`src/rtl/io_port_unit.sv`:
```
// Buffered I/O adapter: an input FIFO feeds the datapath INPUTUnit bus, and an
// output FIFO captures busLO for an external consumer. Overflow and underflow are sticky.
module io_port_unit #(
  parameter int BITS  = 32,
  parameter int DEPTH = 4,
  localparam int CW   = $clog2(DEPTH) + 1
) (
  input  logic            clk,
  input  logic            reset,
  input  logic [BITS-1:0] busLO,
  input  logic            OUTPUTin,
  input  logic            INPUTout,
  output logic [BITS-1:0] INPUTUnit,
  input  logic [BITS-1:0] in_data,
  input  logic            in_valid,
  output logic            in_ready,
  output logic [BITS-1:0] out_data,
  output logic            out_valid,
  input  logic            out_ready,
  output logic [CW-1:0]   in_count,
  output logic [CW-1:0]   out_count,
  input  logic            err_clr,
  output logic            ovf_err,
  output logic            unf_err
);

  localparam int AW = CW - 1;
  localparam logic [CW-1:0] FULL = CW'(DEPTH);

  logic [BITS-1:0] in_mem  [DEPTH];
  logic [BITS-1:0] out_mem [DEPTH];
  logic [AW-1:0]   in_rd, in_wr, out_rd, out_wr;
  logic            in_empty, in_push, in_pop, unf_evt;
  logic            out_empty, out_full, out_push, out_pop, ovf_evt;

  always_comb begin
    in_empty  = (in_count == '0);
    in_ready  = (in_count != FULL);
    in_push   = in_valid & in_ready;
    in_pop    = INPUTout & ~in_empty;
    unf_evt   = INPUTout & in_empty;
    INPUTUnit = in_empty ? '0 : in_mem[in_rd];

    out_empty = (out_count == '0);
    out_full  = (out_count == FULL);
    out_valid = ~out_empty;
    out_pop   = out_valid & out_ready;
    // A full FIFO still accepts a push when its head leaves on the same edge.
    out_push  = OUTPUTin & (~out_full | out_pop);
    ovf_evt   = OUTPUTin & ~out_push;
    out_data  = out_empty ? '0 : out_mem[out_rd];
  end

  always_ff @(posedge clk) begin
    if (in_push)  in_mem[in_wr]   <= in_data;
    if (out_push) out_mem[out_wr] <= busLO;
  end

  always_ff @(posedge clk or negedge reset) begin
    if (!reset) begin
      in_rd     <= '0;
      in_wr     <= '0;
      in_count  <= '0;
      out_rd    <= '0;
      out_wr    <= '0;
      out_count <= '0;
      ovf_err   <= 1'b0;
      unf_err   <= 1'b0;
    end else begin
      if (in_push) in_wr <= in_wr + AW'(1);
      if (in_pop)  in_rd <= in_rd + AW'(1);
      if (in_push && !in_pop)      in_count <= in_count + CW'(1);
      else if (!in_push && in_pop) in_count <= in_count - CW'(1);

      if (out_push) out_wr <= out_wr + AW'(1);
      if (out_pop)  out_rd <= out_rd + AW'(1);
      if (out_push && !out_pop)      out_count <= out_count + CW'(1);
      else if (!out_push && out_pop) out_count <= out_count - CW'(1);

      if (unf_evt)      unf_err <= 1'b1;
      else if (err_clr) unf_err <= 1'b0;
      if (ovf_evt)      ovf_err <= 1'b1;
      else if (err_clr) ovf_err <= 1'b0;
    end
  end

endmodule

```
`config.mk`:
```
export PLATFORM = sky130hd
export DESIGN_NAME = io_port_unit
export DESIGN_NICKNAME = d
export VERILOG_FILES = /design/src/rtl/io_port_unit.sv
export SDC_FILE = /design/constraint.sdc
export NUM_CORES = 1
export LEC_CHECK = 0
export CAP_MARGIN = 5
export CORE_ASPECT_RATIO = 0.6
export CORE_UTILIZATION = 30
export DETAILED_ROUTE_END_ITERATION = 7
export PLACE_DENSITY = 0.57
export SYNTH_ARGS = -nofsm -noshare
export SYNTH_HDL_FRONTEND = slang
export SYNTH_SLANG_ARGS = --single-unit
```
`constraint.sdc`:
```
create_clock -name clk -period 2.4 [get_ports clk]
set_input_delay 0.24 -clock clk [delete_from_list [all_inputs] [get_ports clk]]
set_output_delay 0.24 -clock clk [all_outputs]
set_load 0.02 [all_outputs]
```
=== Word level (Yosys, flattened, before mapping) ===
Memory sizes are Yosys's and may differ from the RTL's.
Index checks and enable logic that the tools add are counted.

* Reduce and logical (&&, ||, !) cells: 14
* $add $sub $neg: 8
* Mux-type cells: 13
* Eq/ne operators: 2
* Bitwise gates (word level): 11

{| class="wikitable"
|+ Operator list
! kind !! number
|-
| 32-bit two-way mux || 2
|-
| 3-bit two-way mux || 4
|-
| 2-bit by 1-bit adder with 2-bit output (second input constant) || 4
|-
| 2-bit nonzero test || 4
|-
| 1-bit two-way mux || 7
|-
| 3-bit by 1-bit adder with 3-bit output (second input constant) || 2
|-
| 1-bit AND || 6
|-
| 3-bit logical NOT || 2
|-
| 3-bit by 1-bit subtractor with 3-bit output (second input constant) || 2
|-
| 1-bit logical AND || 4
|-
| 1-bit logical NOT || 4
|-
| 1-bit NOT || 4
|-
| 3-bit equality test (second input constant) || 1
|-
| 3-bit != test (second input constant) || 1
|-
| 1-bit bitwise OR || 1
|}

* Memories: 2
* RAM bits: 256
* Logic and storage cells: 58
* Output and inout port bits: 74
* Bits in registers: 16
* Input port bits: 71

{| class="wikitable"
|+ Memory list
! name !! words !! bits a word !! rd ports !! clocked after Yosys merged registers in !! wr ports !! RTL line !! RTL
|-
| in_mem || 4 || 32 || 1 || 0 || 1 || 30 || <nowiki>logic [BITS-1:0] in_mem [DEPTH];</nowiki>
|-
| out_mem || 4 || 32 || 1 || 0 || 1 || 31 || <nowiki>logic [BITS-1:0] out_mem [DEPTH];</nowiki>
|}

=== Depth between registers and ports, before layout ===
* Depth after elaboration: 9
* Depth in mapped cells: 9
* Mapped depth without buffers: 8

=== Least setup slack after synthesis ===
No wires, ideal clock.

* Kind: reg2reg
* Start point: register out_count[1]
* End point: register out_count[2]
* Data arrival time: 2112 ps
* Path slack: 208 ps
* Cell stages (with the launch flop): 10
* Setup time: 80 ps
* Required time: 2320 ps
* Cell sequence: dfrtp_1 -> or3_1 -> clkbuf_1 -> nand2_1 -> ha_1 -> inv_1 -> fa_1 -> xor2_1 -> nor2_1 -> xor2_1

* Cells in the longest elaborated chain, start to end: 8

{| class="wikitable"
|+ RTL lines
! item !! RTL line !! RTL
|-
| from (decl) || 21 || <nowiki>output logic [CW-1:0] out_count,</nowiki>
|-
| from (signal assigned) || 77 || <nowiki>if (out_push && !out_pop) out_count <= out_count + CW'(1);</nowiki>
|-
| from (signal assigned) || 78 || <nowiki>else if (!out_push && out_pop) out_count <= out_count - CW'(1);</nowiki>
|-
| 3-bit logical NOT || 44 || <nowiki>out_empty = (out_count == '0);</nowiki>
|-
| 1-bit NOT || 46 || <nowiki>out_valid = ~out_empty;</nowiki>
|-
| 1-bit AND || 47 || <nowiki>out_pop = out_valid & out_ready;</nowiki>
|-
| 1-bit bitwise OR || 49 || <nowiki>out_push = OUTPUTin & (~out_full | out_pop);</nowiki>
|-
| 1-bit AND || 49 ||
|-
| 1-bit logical NOT || 78 ||
|-
| 1-bit logical AND || 78 ||
|-
| 2-bit nonzero test (no source line) || n/a ||
|}

Several ways; a longest one is shown, not always the timed one. The select of a mux whose other input is x is not followed.
A chain may end at the register's enable or synchronous reset.

=== Worst setup path in the final report ===
* Start point: register in_rd[0]
* End point: output INPUTUnit[19]

* Cells in the longest elaborated chain, start to end: 2

{| class="wikitable"
|+ RTL lines
! item !! RTL line !! RTL
|-
| from (decl) || 32 || <nowiki>logic [AW-1:0] in_rd, in_wr, out_rd, out_wr;</nowiki>
|-
| from (signal assigned) || 71 || <nowiki>if (in_pop) in_rd <= in_rd + AW'(1);</nowiki>
|-
| memory read 4 x 32 bit || n/a ||
|-
| 32-bit two-way mux || 42 || <nowiki>INPUTUnit = in_empty ? '0 : in_mem[in_rd];</nowiki>
|-
| to (decl) || 13 || <nowiki>output logic [BITS-1:0] INPUTUnit,</nowiki>
|}

No other way between the ends.

==> metrics.md <==
| Metric | Value |
|---|---|
| Outcome | `complete, no violations` |
| Final Hold Violating Endpoints | `0` |
| Area leader, netlist | `edfxtp_1` |
| TritonCTS clock tree | `done` |
| Overflow after GRT | `0` |
| Worst-path maximum fanout | `5` |
| Syn avg cell area | `between 20 and 25 sq um` |
| Core area | `between 30000 and 40000 sq um` |
| Unrepaired setup endpoints after global routing | `yes` |
| Avg WL per Cell | `around 20 um` |
| Vias | `a little over 5k` |
| Die height | `approximately 150 um` |
| Die W | `between 200 and 250 um` |
| Clock sink total | `272` |
| Vias per cell | `roughly 4.5` |
| Root buf cell | `clkbuf_16` |
| Ys Warns | `0` |
| First-pass GRT wire length | `around 35 mm` |
| Layout cells sized above 1 | `between 30% and 40%` |
| CP max-delay cell | `mux4_2` |
| Final min period | `around 2.4 ns` |
| Maximum VDD drop | `about 0.57 mV` |
| IO buf count | `roughly 140` |
| Commonest non-fill, non-tap cell in the layout | `edfxtp_1` |
| Worst path arrival time | `roughly 2.1 ns` |
| Post-synthesis sequential area ratio | `about three quarters` |
| Critical path type | `register to primary output` |
| I/O Pins | `approximately 150` |
| Ant diodes | `0` |
| Largest net degree at the start of global routing | `35` |
| Clock skew | `around 0.02 ns` |
| Main area contributors after synthesis | `edfxtp_1 72%, mux4_2 13%, dfrtp_1 3.8%` |
| Cells after Synth | `roughly 500` |
| Max-slew headroom | `33.5%` |
| Vias in the first global route | `approximately 5.7k` |
| Fin. max-slew vios | `0` |
| Worst-Margin Slew | `approximately 1 ns` |
| Skew-Pair Late Insertion Delay | `0.54 ns` |
| Post-Route WL | `approximately 23 mm` |
| Pwr Density | `1340 nW/um^2` |
| Max Clk Rate | `between 400 and 500 MHz` |
| Synthesized flop and latch total | `~270` |
| Post-Place Cell Area | `12700 sq um` |
| Worst Path Buf+Inv | `4` |
| Hold WS | `approximately 0.072 ns` |
| Remaining DRCs | `0` |
| Netlist cell types | `26` |
| Clock slew at reported path FFs | `0.07 ns` |
| Area delta synth->final | `28.9%` |
| Crit path max-delay family | `buffers and inverters` |
| Layout Utilization | `around 40%` |
| Post-Syn Nets | `569` |
| H-tree levels | `1` |
| Initial antenna violation count | `0` |
| CP endpoint kind | `primary output` |
| Setup TNS Final | `0 ns` |
| Total power | `around 18 mW` |
| CP startpoint kind | `register` |
| Setup violators final | `0` |
| Die area | `~36000 sq um` |
| Share of the synthesized area in the top cell type | `72.3%` |
| Fin nets | `between 700 and 800` |
| Cell area after synthesis | `about 11000 sq um` |
| CP max stage delay | `0.48 ns` |
| Maximum clock insertion buffer count | `3` |
| Max cap viols | `0` |
| Period Utilization, post-route | `98.3%` |
| CP cell instances | `buf_12 > buf_8 > clkbuf_16 > mux4_2 > nor2b_1 > buf_2` |
| Rows | `52` |
| Post-route antenna net violation count | `0` |
| Final HPWL DP | `14.1 mm` |
| Final Wtd Congestion | `about 0.74` |
| Crit path required time | `approximately 2.2 ns` |
| P_leak | `roughly 4.7 nW` |
| Finished Cell Area | `13700 sq um` |
| Hold Crit Class | `input pin to async pin` |
| Most frequent cells in the layout | `256 x edfxtp_1, 79 x clkdlybuf4s50_1, 62 x mux4_2` |
| CTS Buf Count | `27` |
| Initial Util | `31.0%` |
| Initial drt markers | `approximately 200` |
| Total global-route track usage | `between 10% and 20%` |
| DR pass1 iterations | `4` |
## cell usage after synthesis
master / n
mux2_2: 3
nor4b_2: 1
fa_1: 2
clkbuf_1: 9
edfxtp_1: 256
dfrtp_1: 16
mux2_1: 1
and2_1: 40
nor2_1: 4
or3_1: 1
xor2_1: 5
buf_2: 7
nand2b_1: 1
nand3_1: 1
xnor2_1: 7
nor2b_1: 33
mux4_1: 4
inv_1: 8
o21ai_0: 2
a21boi_2: 1
buf_6: 5
ha_1: 10
nand2_1: 5
nor3_2: 1
buf_12: 3
mux4_2: 60
## registers in the layout, summed over array words and instances (netlist names)
signal and flops:
in_mem 128, out_mem 128, in_count 3, out_count 3, in_rd 2, in_wr 2, out_rd 2, out_wr 2
ovf_err 1, unf_err 1
## layer usage
| layer | part of all wire (%) | GRT usage, % | routed length (um) | up-vias |
|---|---|---|---|---|
| met5 | 0 | 0 | 0 | - |
| met3 | 3.8 | 2.31 | 870 | 32 |
| li1 | - | - | - | 2291 |
| met2 | 50 | 21.3 | 11300 | 98 |
| met4 | 1.9 | 2.97 | 440 | 0 |
| met1 | 45 | 17.1 | 10200 | 2693 |
## worst paths after layout
path                                     startpoint                        to  slack (ns)  cells after the start
max                            in_rd[0]$_DFFE_PN0P_             INPUTUnit[19]        0.04                      6
max reg2reg                out_count[1]$_DFFE_PN0P_  out_count[2]$_DFFE_PN0P_        0.18                      8
min in group clk                           OUTPUTin       ovf_err$_DFFE_PN0P_        0.32                      3
min reg2reg                     unf_err$_DFFE_PN0P_       unf_err$_DFFE_PN0P_        0.54                      2
max in group asynchronous                     reset      in_rd[0]$_DFFE_PN0P_        2.10                      2
min                                           reset       ovf_err$_DFFE_PN0P_        0.07                      2
## power by group
group | internal (mW) | switching, mW | leakage (nW)
logic | 3.57 | 3.89 | 1.72
clock network | 2.58 | 1.75 | 0.437
registers | 6.30 | 0.354 | 2.54
total | 12.4 | 5.99 | 4.70
## kinds of logic after synthesis
family	after synthesis	share of synthesized area (%)
AOI/OAI and AO/OA	3	0.200
muxes	68	14.1
and+or+nand+nor	87	5.01
adders and majority gates	12	1.55
buffers and inverters	32	2.02
DFF	272	76.1
xor gates and xnor gates	12	0.989
## stage by stage
| stage | std cells | setup WS [ns] |
|---|---|---|
| after floorplan | 486 | 0.208 |
| after global placement | 1084 | 0.0779 |
| after detailed placement | 1084 | -0.0616 |
| after CTS | 1143 | -0.115 |
| after global routing | 1145 | -0.0569 |
| final | 1145 | 0.0398 |
## cell type report
class	count	area, sq um
clock buffer	29	683
clock inverter	19	220
fill	3009	20600
inverter	8	30.0
multi-input combinational	182	2420
sequential	272	8090
tap	459	574
timing repair buffer	176	1690
## repair_timing
action | 4_1_cts | 5_1_grt
pin swaps | 0 | 0
endpoints found under the setup margin | 65 | 50
buffers inserted | 8 | 2
endpoints found under the hold margin | 0 | 0
gates cloned | 3 | 1
resized for setup | 259 | 69
hold buffers | 0 | 0
(Power assumes the default switching activity.)
